--- src/rtl/k2_ctrl_pkg.sv ---
// k2_ctrl_pkg: shared types and default widths for the K2 run/step/load controller.
//   state_t  controller states
//   op_t     host command opcodes carried on cmd_op
package k2_ctrl_pkg;

    localparam int unsigned DEF_ADDR_W = 4;
    localparam int unsigned DEF_INST_W = 8;

    typedef enum logic [2:0] {
        IDLE  = 3'd0,
        LOAD  = 3'd1,
        RUN   = 3'd2,
        STEP  = 3'd3,
        BREAK = 3'd4
    } state_t;

    typedef enum logic [1:0] {
        OP_LOAD = 2'd0,
        OP_RUN  = 2'd1,
        OP_STEP = 2'd2,
        OP_HALT = 2'd3
    } op_t;

endpackage

--- src/rtl/sat_counter.sv ---
// sat_counter: W-bit up counter that sticks at all-ones.
//   clk, resetn  rising-edge clock, synchronous active-low reset
//   clr          clear to zero (wins over en)
//   en           count one
//   count        current value
module sat_counter #(
    parameter int unsigned W = 16
) (
    input  logic         clk,
    input  logic         resetn,
    input  logic         clr,
    input  logic         en,
    output logic [W-1:0] count
);

    logic [W-1:0] count_q, count_d;

    always_comb begin
        count_d = count_q;
        if (clr) begin
            count_d = '0;
        end else if (en && (count_q != '1)) begin
            count_d = count_q + W'(1);
        end
    end

    always_ff @(posedge clk) begin
        if (!resetn) begin
            count_q <= '0;
        end else begin
            count_q <= count_d;
        end
    end

    assign count = count_q;

endmodule

--- src/rtl/k2_run_ctrl.sv ---
// k2_run_ctrl: host-facing run/step/load controller for the K2 core.
//   cmd_valid/cmd_ready/cmd_op/cmd_data  host command port (LOAD, RUN, STEP, HALT)
//   pc, bp_en, bp_addr                   core PC and breakpoint setup
//   core_en, core_rst_n                  core clock-enable and reset request
//   imem_we/imem_waddr/imem_wdata        instruction memory write port
//   running, bp_hit, err, cycle_cnt      status
module k2_run_ctrl
    import k2_ctrl_pkg::*;
#(
    parameter int unsigned ADDR_W = DEF_ADDR_W,
    parameter int unsigned INST_W = DEF_INST_W,
    parameter int unsigned DEPTH  = 2 ** ADDR_W,
    parameter int unsigned CYC_W  = 16
) (
    input  logic              clk,
    input  logic              resetn,
    input  logic              cmd_valid,
    output logic              cmd_ready,
    input  logic [1:0]        cmd_op,
    input  logic [INST_W-1:0] cmd_data,
    input  logic [ADDR_W-1:0] pc,
    input  logic              bp_en,
    input  logic [ADDR_W-1:0] bp_addr,
    output logic              core_en,
    output logic              core_rst_n,
    output logic              imem_we,
    output logic [ADDR_W-1:0] imem_waddr,
    output logic [INST_W-1:0] imem_wdata,
    output logic              running,
    output logic              bp_hit,
    output logic              err,
    output logic [CYC_W-1:0]  cycle_cnt
);

    localparam logic [ADDR_W-1:0] LastAddr = ADDR_W'(DEPTH - 1);

    state_t            state_q;
    state_t            step_ret_q;  // state to return to after a STEP
    logic [ADDR_W-1:0] ptr_q;
    logic              bp_skip_q;
    logic              err_q;

    op_t  op;
    logic cmd_acc;
    logic bp_match;
    logic load_start;

    assign op        = op_t'(cmd_op);
    assign cmd_ready = (state_q != STEP);
    assign cmd_acc   = cmd_valid && cmd_ready;
    assign bp_match  = bp_en && (pc == bp_addr) && !bp_skip_q;

    // A breakpoint match (with or without a coincident HALT) stalls the core.
    assign core_en = (state_q == STEP) || ((state_q == RUN) && !bp_match);

    // The pointer is always 0 outside LOAD, so a LOAD from IDLE/BREAK writes byte 0.
    assign load_start = cmd_acc && (op == OP_LOAD) && ((state_q == IDLE) || (state_q == BREAK));
    assign imem_we    = cmd_acc && (op == OP_LOAD) &&
                        ((state_q == IDLE) || (state_q == LOAD) || (state_q == BREAK));
    assign imem_waddr = ptr_q;
    assign imem_wdata = cmd_data;

    assign running    = (state_q == RUN);
    assign bp_hit     = (state_q == BREAK);
    assign core_rst_n = (state_q != LOAD);
    assign err        = err_q;

    always_ff @(posedge clk) begin
        if (!resetn) begin
            state_q    <= IDLE;
            step_ret_q <= IDLE;
            ptr_q      <= '0;
            bp_skip_q  <= 1'b0;
            err_q      <= 1'b0;
        end else begin
            // The skipped breakpoint instruction has now executed.
            if (core_en) bp_skip_q <= 1'b0;
            case (state_q)
                IDLE, BREAK: begin
                    if (cmd_acc) begin
                        case (op)
                            OP_LOAD: begin
                                ptr_q   <= ptr_q + ADDR_W'(1);
                                err_q   <= 1'b0;
                                state_q <= LOAD;
                            end
                            OP_RUN: begin
                                bp_skip_q <= (state_q == BREAK);
                                state_q   <= RUN;
                            end
                            OP_STEP: begin
                                step_ret_q <= state_q;
                                state_q    <= STEP;
                            end
                            default: state_q <= IDLE;
                        endcase
                    end
                end
                LOAD: begin
                    if (cmd_acc) begin
                        case (op)
                            OP_LOAD: begin
                                err_q <= 1'b0;
                                if (ptr_q == LastAddr) begin
                                    ptr_q   <= '0;
                                    state_q <= IDLE;
                                end else begin
                                    ptr_q <= ptr_q + ADDR_W'(1);
                                end
                            end
                            OP_HALT: begin
                                ptr_q   <= '0;
                                state_q <= IDLE;
                            end
                            default: err_q <= 1'b1;
                        endcase
                    end
                end
                RUN: begin
                    if (cmd_acc && (op == OP_HALT)) begin
                        bp_skip_q <= 1'b0;
                        state_q   <= IDLE;
                    end else begin
                        if (cmd_acc) err_q <= 1'b1;
                        if (bp_match) state_q <= BREAK;
                    end
                end
                STEP:    state_q <= step_ret_q;
                default: state_q <= IDLE;
            endcase
        end
    end

    sat_counter #(
        .W (CYC_W)
    ) u_cycle_cnt (
        .clk    (clk),
        .resetn (resetn),
        .clr    (load_start),
        .en     (core_en),
        .count  (cycle_cnt)
    );

endmodule

--- config.mk ---
export PLATFORM = sky130hd
export DESIGN_NAME = k2_run_ctrl
export DESIGN_NICKNAME = d
export VERILOG_FILES = /design/src/rtl/k2_ctrl_pkg.sv /design/src/rtl/sat_counter.sv /design/src/rtl/k2_run_ctrl.sv
export SDC_FILE = /design/constraint.sdc
export NUM_CORES = 1
export LEC_CHECK = 0
export ABC_AREA = 1
export CAP_MARGIN = 20
export CORE_AREA = 2 2 59 61
export CTS_BUF_LIST = sky130_fd_sc_hd__clkbuf_8
export DETAILED_ROUTE_END_ITERATION = 8
export DIE_AREA = 0 0 61 63
export DONT_BUFFER_PORTS = 1
export HOLD_SLACK_MARGIN = 0.03
export PLACE_DENSITY_LB_ADDON = 0.05
export SLEW_MARGIN = 20
export SYNTH_ARGS = -nofsm -noshare
export SYNTH_HDL_FRONTEND = slang
export SYNTH_SLANG_ARGS = --single-unit
--- constraint.sdc ---
create_clock -name clk -period 3.64 [get_ports clk]
set_input_delay 1.092 -clock clk [delete_from_list [all_inputs] [get_ports clk]]
set_output_delay 1.092 -clock clk [all_outputs]
set_load 0.02 [all_outputs]
## Word level (Yosys, flattened, before mapping)

Index checks and enable logic that the tools add are counted.

- Add/sub/neg operators: 2
- Multiplexer cells: 26
- Equality and inequality tests: 21
- Bitwise operators: 1
- Reduce and logical (&&, ||, !) cells: 25

Operators with widths:

| cell | number |
|---|---|
| $add A16 B1 Y16 const B | 1 |
| $mux W4 | 4 |
| $ne A16 B16 Y1 const B | 1 |
| $pmux W4 S2 | 2 |
| $mux W3 | 5 |
| $pmux W3 S4 | 1 |
| $ne A2 B2 Y1 const B | 5 |
| $reduce_and A5 Y1 | 2 |
| $logic_and A1 B1 Y1 | 9 |
| $mux W1 | 9 |
| $ne A3 B2 Y1 const B | 3 |
| $reduce_and A7 Y1 | 1 |
| $eq A3 B2 Y1 const B | 2 |
| $ne A3 B1 Y1 const B | 2 |
| $pmux W2 S3 | 1 |
| $pmux W3 S2 | 1 |
| $add A4 B1 Y4 const B | 1 |
| $eq A2 B2 Y1 const B | 2 |
| $eq A4 B4 Y1 | 1 |
| $eq A4 B4 Y1 const B | 1 |
| $logic_or A1 B1 Y1 | 4 |
| $pmux W1 S2 | 2 |
| $reduce_or A2 Y1 | 2 |
| $eq A3 B1 Y1 const B | 1 |
| other kinds (11) | 12 |

- Bits of input ports: 22
- Word-level logic and storage cells: 81
- Output and inout bits: 35
- Register bits after elaboration: 28

## Longest topological paths before layout

Gate-level depths: netlist of the first run.

- Depth in word-level cells: 10
- Depth in mapped cells: 11
- Mapped depth without buffers: 10

## Modules after synthesis

From an unflattened synthesis of the first run, not the netlist that was laid out.

- Cell total of the unflattened synthesis: 297
- Area, all modules: 1,925.6 um^2

By module, submodules not included:

| module | cells each | times used | area each (um^2) |
|---|---|---|---|
| sat_counter | 146 | 1 | 965.9 |
| k2_run_ctrl | 151 | 1 | 959.7 |

## Worst setup path before layout of the first run

OpenSTA, ideal clock, no wires.

- Path type: input to output
- From: input port bp_addr[1]
- To: output port core_en
- Required time: 2,548 ps
- Buffers on the path: 1
- Setup slack: 764 ps
- Arrival: 1,784 ps
- Stages: 8
- Path through: inv_1 nand2_1 nand2_1 nor2_1 nand3_1 nand2_1 nand2_4 buf_4

- Word-level cells in the longest chain between the ends: 6

RTL lines:

| what | line | RTL |
|---|---|---|
| from (decl) | k2_run_ctrl.sv:23 | `input logic [ADDR_W-1:0] bp_addr,` |
| $eq A4 B4 Y1 | k2_run_ctrl.sv:51 | `assign bp_match = bp_en && (pc == bp_addr) && !bp_skip_q;` |
| $logic_and A1 B1 Y1 (2 in series) | k2_run_ctrl.sv:51 |  |
| $logic_not A1 Y1 | k2_run_ctrl.sv:54 | `assign core_en = (state_q == STEP) \|\| ((state_q == RUN) && !bp_match);` |
| $logic_and A1 B1 Y1 | k2_run_ctrl.sv:54 |  |
| $logic_or A1 B1 Y1 | k2_run_ctrl.sv:54 |  |
| to (decl) | k2_run_ctrl.sv:24 | `output logic core_en,` |

No other way between the ends.

## Worst setup path after layout of the first run

- From: input port cmd_op[0]
- To: output port imem_we

- Word-level cells in the longest chain between the ends: 3

RTL lines:

| what | line | RTL |
|---|---|---|
| from (decl) | k2_run_ctrl.sv:19 | `input logic [1:0] cmd_op,` |
| $logic_not A2 Y1 | k2_run_ctrl.sv:58 | `assign imem_we = cmd_acc && (op == OP_LOAD) &&` |
| $logic_and A1 B1 Y1 (2 in series) | k2_run_ctrl.sv:58 |  |
| to (decl) | k2_run_ctrl.sv:26 | `output logic imem_we,` |

No other way between the ends.

==> results of run 1 <==
-- sequential cells by signal (all words and copies together) (netlist names) --
signal / cells
err: 1
state_q: 3
imem_waddr: 4
step_ret_q: 3
bp_skip_q: 1
u_cycle_cnt.count: 16
-- cell usage in the layout, fill, tap and decap left out, drive strengths merged --
| master | n |
|---|---|
| clkbuf | 3 |
| o21ai | 16 |
| ha | 6 |
| xor2 | 3 |
| a21oi | 23 |
| nor2 | 33 |
| nand2 | 78 |
| buf | 1 |
| nand3 | 29 |
| dfxtp | 28 |
| o21bai | 1 |
| and3 | 1 |
| inv | 41 |
| xnor2 | 7 |
| o22ai | 2 |
| o21a | 1 |
| nor3 | 8 |
| nand4 | 6 |
-- stage by stage --
stage	power, W	hold slack, ns	cells	area [sq um]
CTS	0.0009751	0.4599	333	1936
detailed placement	0.0008061	0.4467	330	1894
floorplan	0.0007554	0.4185	295	1921
global route	0.001048	0.4928	333	1936
global placement	0.0008048	0.4438	330	1894
finish	0.0009677	0.4518	333	1936
-- layer usage --
layer	up-vias	GRT usage [%]	wire length, um
met1	767	35.98	2009
met2	43	33.87	1778
met4	0	4.891	23
met5	-	0	0
li1	923	-	-
met3	2	4.762	233
-- worst max-delay path, delay by kind of cell --
family | cells | cell delay (ns)
fa+ha+maj | 1 | 0.24
buf+inv | 1 | 0.07
simple gates | 2 | 0.41
-- cell families (layout without fill, tap and decap cells) --
| group | count (synthesis) | count (layout) | synth area share (%) |
|---|---|---|---|
| flip-flops | 28 | 28 | 29.19 |
| AND/OR/NAND/NOR | 155 | 155 | 37.00 |
| buffers and inverters | 53 | 45 | 12.77 |
| adder cells (fa/ha/maj) | 6 | 6 | 3.909 |
| AO/OA/AOI/OAI | 43 | 43 | 12.57 |
| XOR/XNOR | 10 | 10 | 4.561 |
-- synthesized netlist by cell type (2+ instances only) --
master | instances | share of area (%)
dfxtp_1 | 28 | 29
nand2_4 | 2 | 1.2
xnor2_1 | 7 | 3.2
o22ai_1 | 2 | 0.65
nor3_1 | 6 | 1.6
o21ai_0 | 13 | 3.4
nand2_1 | 75 | 15
inv_1 | 37 | 7.2
a21oi_2 | 5 | 2.3
o21ai_1 | 3 | 0.78
a21oi_1 | 18 | 4.7
xor2_1 | 3 | 1.4
buf_4 | 10 | 3.9
nor2_1 | 31 | 6.1
nand3_1 | 28 | 7.3
nor2_2 | 2 | 0.65
ha_1 | 6 | 3.9
inv_2 | 4 | 0.78
nand4_1 | 4 | 1.3
-- worst paths after layout --
path                         from  slack, ns                    to  cells after the start
max reg2reg  u_cycle_cnt.count[0]       1.48  u_cycle_cnt.count[5]                      7
min                 step_ret_q[1]       0.45         step_ret_q[1]                      2
max                     cmd_op[0]       0.73               imem_we                      4
min reg2reg         step_ret_q[1]       0.45         step_ret_q[1]                      2
-- cell type report --
type / count / area [sq um]
fill: 343 / 1296
multi-input combinational: 214 / 1115
sequential: 28 / 560.5
inverter: 41 / 153.9
tap: 46 / 57.56
clock buffer: 3 / 41.29
timing repair buffer: 1 / 7.507
-- power breakdown --
group	total, W	internal [W]	switching (W)
Clock	0.000165	0.0000742	0.0000908
Combinational	0.000402	0.000106	0.000296
Sequential	0.000401	0.000341	0.0000596
==> metrics, run 1 <==
ys async rst share=0%; Initial Util=59.43%; largest net degree at the start of global routing=20; Yosys reg bits=28; # diodes=0; WS Path Type=input pin to output pin; clock transition at the registers of the reported paths=0.09 ns; Critical Path AT=approximately 1.8 ns; CP Cell Sequence=inv_1 -> ha_1 -> nand2_1 -> nor2_1; # setup viols final=0; VDD IR max=0.2805 mV; DR iter-0 viols=118; clock sinks=28; drt total wl=4045 um; leak pwr=roughly 0.8 nW; Post-Place Setup Slack=0.7436 ns; first-pass GRT wire length=7155 um; fmax=344.2 MHz; CTS tree=built; total number of vias=around 1,700; GPL Wtd Cong=0.9376; crit end category=output pin; CP max FO=5; max-cap viol count=0; Critical Path Source Type=input pin; vias in the first global route=between 1,500 and 2,000; clk_lat worst skew=0.27 ns; min-delay worst type=flip-flop to flip-flop; EDFF count, synth=0; post-layout util=between 50% and 60%; antenna-violating nets left=0; Slew Viols, Final=0; core region area=around 3200 sq um; Synth Warn #=0; root buf cell=clkbuf_8; Ports=57; Crit-path slowest cell=nor2_1; status=finished, final reports clean; prevailing post-synth register cell=dfxtp_1; Tmin final=between 2 and 3 ns; number of port buffers=0; clock buffer depth=2; pwr dens=500.0 nW/um^2; final worst setup slack=0.7347 ns; syn nets=roughly 320; Syn Inst Count=295; Post-CTS Setup Inserts=0; Final Cycle Share=79.81%; syn_area_per_cell=6.510 sq um; Worst Tran Pin Value=0.6578 ns; Die H=63 um; unrepaired setup endpoints after global routing=false; via/cell ratio=5.210; DR pass1 iterations=5; Hold Vio Cnt, Final=0; gr ovfl total=0; Area Growth Syn to Fin=0.7819%; Synth Cell Area=between 1500 and 2000 sq um; Clock Skew=0.007378 ns; residual DRC count=0; post-CTS resize count=0; Die Width=61 um; Layout Nets=317; GRT Total Usage=a little under a quarter; htree depth=1; CP Data Required Time=2.55 ns; # hold bufs at CTS=0; CP peak stage delay=just over 0.3 ns; drt wl/cell=about 12 um; Num CTS Buffers=3; slew margin rel.=a little under three fifths; synth unique cells=30; fraction of layout cells with a size suffix above 1=8.014%; Seq/Total Area, Yosys=slightly below 30%; die area=just under 4000 sq um; initial antenna violation count=0; DP HPWL=a little over 3000 um; Core Rows=21; Setup TNS=0 ns
Power figures use the tool's default switching activity.
==> run 2: changes to the inputs <==
Settings changed: CORE_AREA 2 2 59 61 to 2 2 61 63, DIE_AREA 0 0 61 63 to 0 0 63 65.
Clock period 3.64 ns to 2.4 ns, I/O delays scaled along.
==> run 2 against run 1 <==
  * Flip-flop and latch count unchanged
  * Design area grew 8.5%
  * Clock skew shrank 0.0042 ns
  * Hold slack improved by 0.024 ns
==> metrics, run 2 (synthesized netlist as in run 1, its figures left out) <==
fraction of layout cells with a size suffix above 1=13.49% (was 8.014%); vias in the first global route=1,791 (was 1,611); GRT Total Usage=22.96% (was 23.53%); CTS tree=built (unchanged); Layout Nets=333 (was 317); residual DRC count=0 (unchanged); antenna-violating nets left=0 (unchanged); # diodes=0 (unchanged); drt wl/cell=12.23 um (was 12.15 um); clock sinks=28 (unchanged); max reg flops=16 (unchanged); Post-CTS Setup Inserts=0 (unchanged); pwr dens=784.7 nW/um^2 (was 500.0 nW/um^2); total number of vias=1,788 (was 1,735); CP max FO=19 (was 5); max-cap viol count=0 (unchanged); Hold Vio Cnt, Final=0 (unchanged); gr ovfl total=0 (unchanged); total power=0.001647 W (was 0.0009677 W); FF/Latch Area=560.5 sq um (unchanged); non-filler cells, final=352 (was 333); number of port buffers=0 (unchanged); most common cell after layout, fill and taps aside=nand2_1 (unchanged); leak pwr=0.8990 nW (was 0.7996 nW); DR iter-0 viols=99 (was 118); Clock Skew=0.003169 ns (was 0.007378 ns); DP Area=2017 sq um (was 1894 sq um); fmax=452.0 MHz; commonest cells after routing, fill and taps aside=nand2_1, inv_1, nor2_1 (unchanged); DP HPWL=3302 um (was 3113 um); VDD IR max=0.5040 mV (was 0.2805 mV); unrepaired setup endpoints after global routing=false (unchanged); CP Data Required Time=1.68 ns (was 2.55 ns); Initial Util=54.94% (was 59.43%); root buf cell=clkbuf_8 (unchanged); WS Path Type=flip-flop to output pin (was input pin to output pin); first-pass GRT wire length=7728 um (was 7155 um); clk_lat worst skew=0.27 ns (about the same); footprint of the multi-input gates=1126 sq um (was 1115 sq um); Critical Path Source Type=flip-flop (was input pin); drt total wl=4304 um (was 4045 um); Post-Place Setup Slack=0.2576 ns (was 0.7436 ns); largest net degree at the start of global routing=20 (unchanged); # fillers=355 (was 343); Ports=57 (unchanged); final worst setup slack=0.1877 ns (was 0.7347 ns); Die H=65 um (was 63 um); Critical Path AT=1.49 ns (was 1.81 ns); DR pass1 iterations=4 (was 5); core region area=3496 sq um (was 3232 sq um); die area=4095 sq um (was 3843 sq um); clock buffer depth=2 (unchanged); via/cell ratio=5.080 (was 5.210); Slew Viols, Final=0 (unchanged); GPL Wtd Cong=0.8551 (was 0.9376); slew margin rel.=74.64% (was 55.86%); initial antenna violation count=0 (unchanged); htree depth=1 (unchanged); Worst Tran Pin Value=0.3764 ns (was 0.6578 ns); Tmin final=about 2.2 ns; Area Growth Syn to Fin=9.316% (was 0.7819%); Die Width=63 um (was 61 um); min-delay worst type=flip-flop to flip-flop (unchanged); clock transition at the registers of the reported paths=0.10 ns (was 0.09 ns); Final Cycle Share=92.18%; # setup viols final=0 (unchanged); Setup TNS=0 ns (unchanged); final instance area=2100 sq um (was 1936 sq um); Num CTS Buffers=3 (unchanged); Core Rows=22 (was 21); status=finished, final reports clean (unchanged); cell total after placement=348 (was 330); crit end category=output pin (unchanged)
[run 2: changes by cell type in the layout (fill, tap and decap cells not counted), sizes merged]
cell    delta
buf       +16
bufinv     +1
[run 2: report_power, final]
group	switching [W]	internal [W]	leakage (nW)
clock	0.000152	0.000223	0.0357
sequential	0.0000663	0.000518	0.227
combinational	0.000484	0.000204	0.636
total	0.000702	0.000945	0.899
[run 2: final cells by class]
| class | count | share of cell area [%] |
|---|---|---|
| repair buffers | 17 | 6.079 |
| clock inverters | 1 | 1.430 |
| multi-input cells | 214 | 53.64 |
| flip-flops and latches | 28 | 26.70 |
| clock buffers | 3 | 1.967 |
| well taps | 48 | 2.861 |
| inverters | 41 | 7.330 |
[run 2: worst max-delay path: stages, from the launching register on]
cell     delay [ns]
dfxtp_1        0.36
inv_2          0.05
nor2_2         0.14
nand2_2        0.13
inv_2          0.16
nand2_1        0.18
nand2_8        0.20
[run 2: timing repair]
item	CTS	global route
hold buffers	0	0
resized for setup	0	2
setup endpoints to repair	0	1
[run 2: path summary, 6_finish.rpt]
path / from / cells after the start / to / slack [ns]
max: state_q[1] / 6 / core_en / 0.19
min: step_ret_q[1] / 2 / step_ret_q[1] / 0.48
min reg2reg: step_ret_q[1] / 2 / step_ret_q[1] / 0.48
max reg2reg: u_cycle_cnt.count[1] / 7 / u_cycle_cnt.count[5] / 0.58
[run 2: metrics by stage]
step / util, % / hold WS [ns]
after global routing: 60.06 / 0.4921
after detailed placement: 57.70 / 0.4673
after floorplan: - / 0.4185
after CTS: 59.74 / 0.4834
after global placement: 57.70 / 0.4580
final: 60.06 / 0.4761
[run 2: per-layer routing]
metal  part of all wire (%)  up-vias  GRT usage (%)
met3                    6.4        2          6.424
met1                     44      796          25.21
met5                      0        -              0
met4                   0.53        0          6.389
met2                     49       36          42.95
li1                       -      954              -
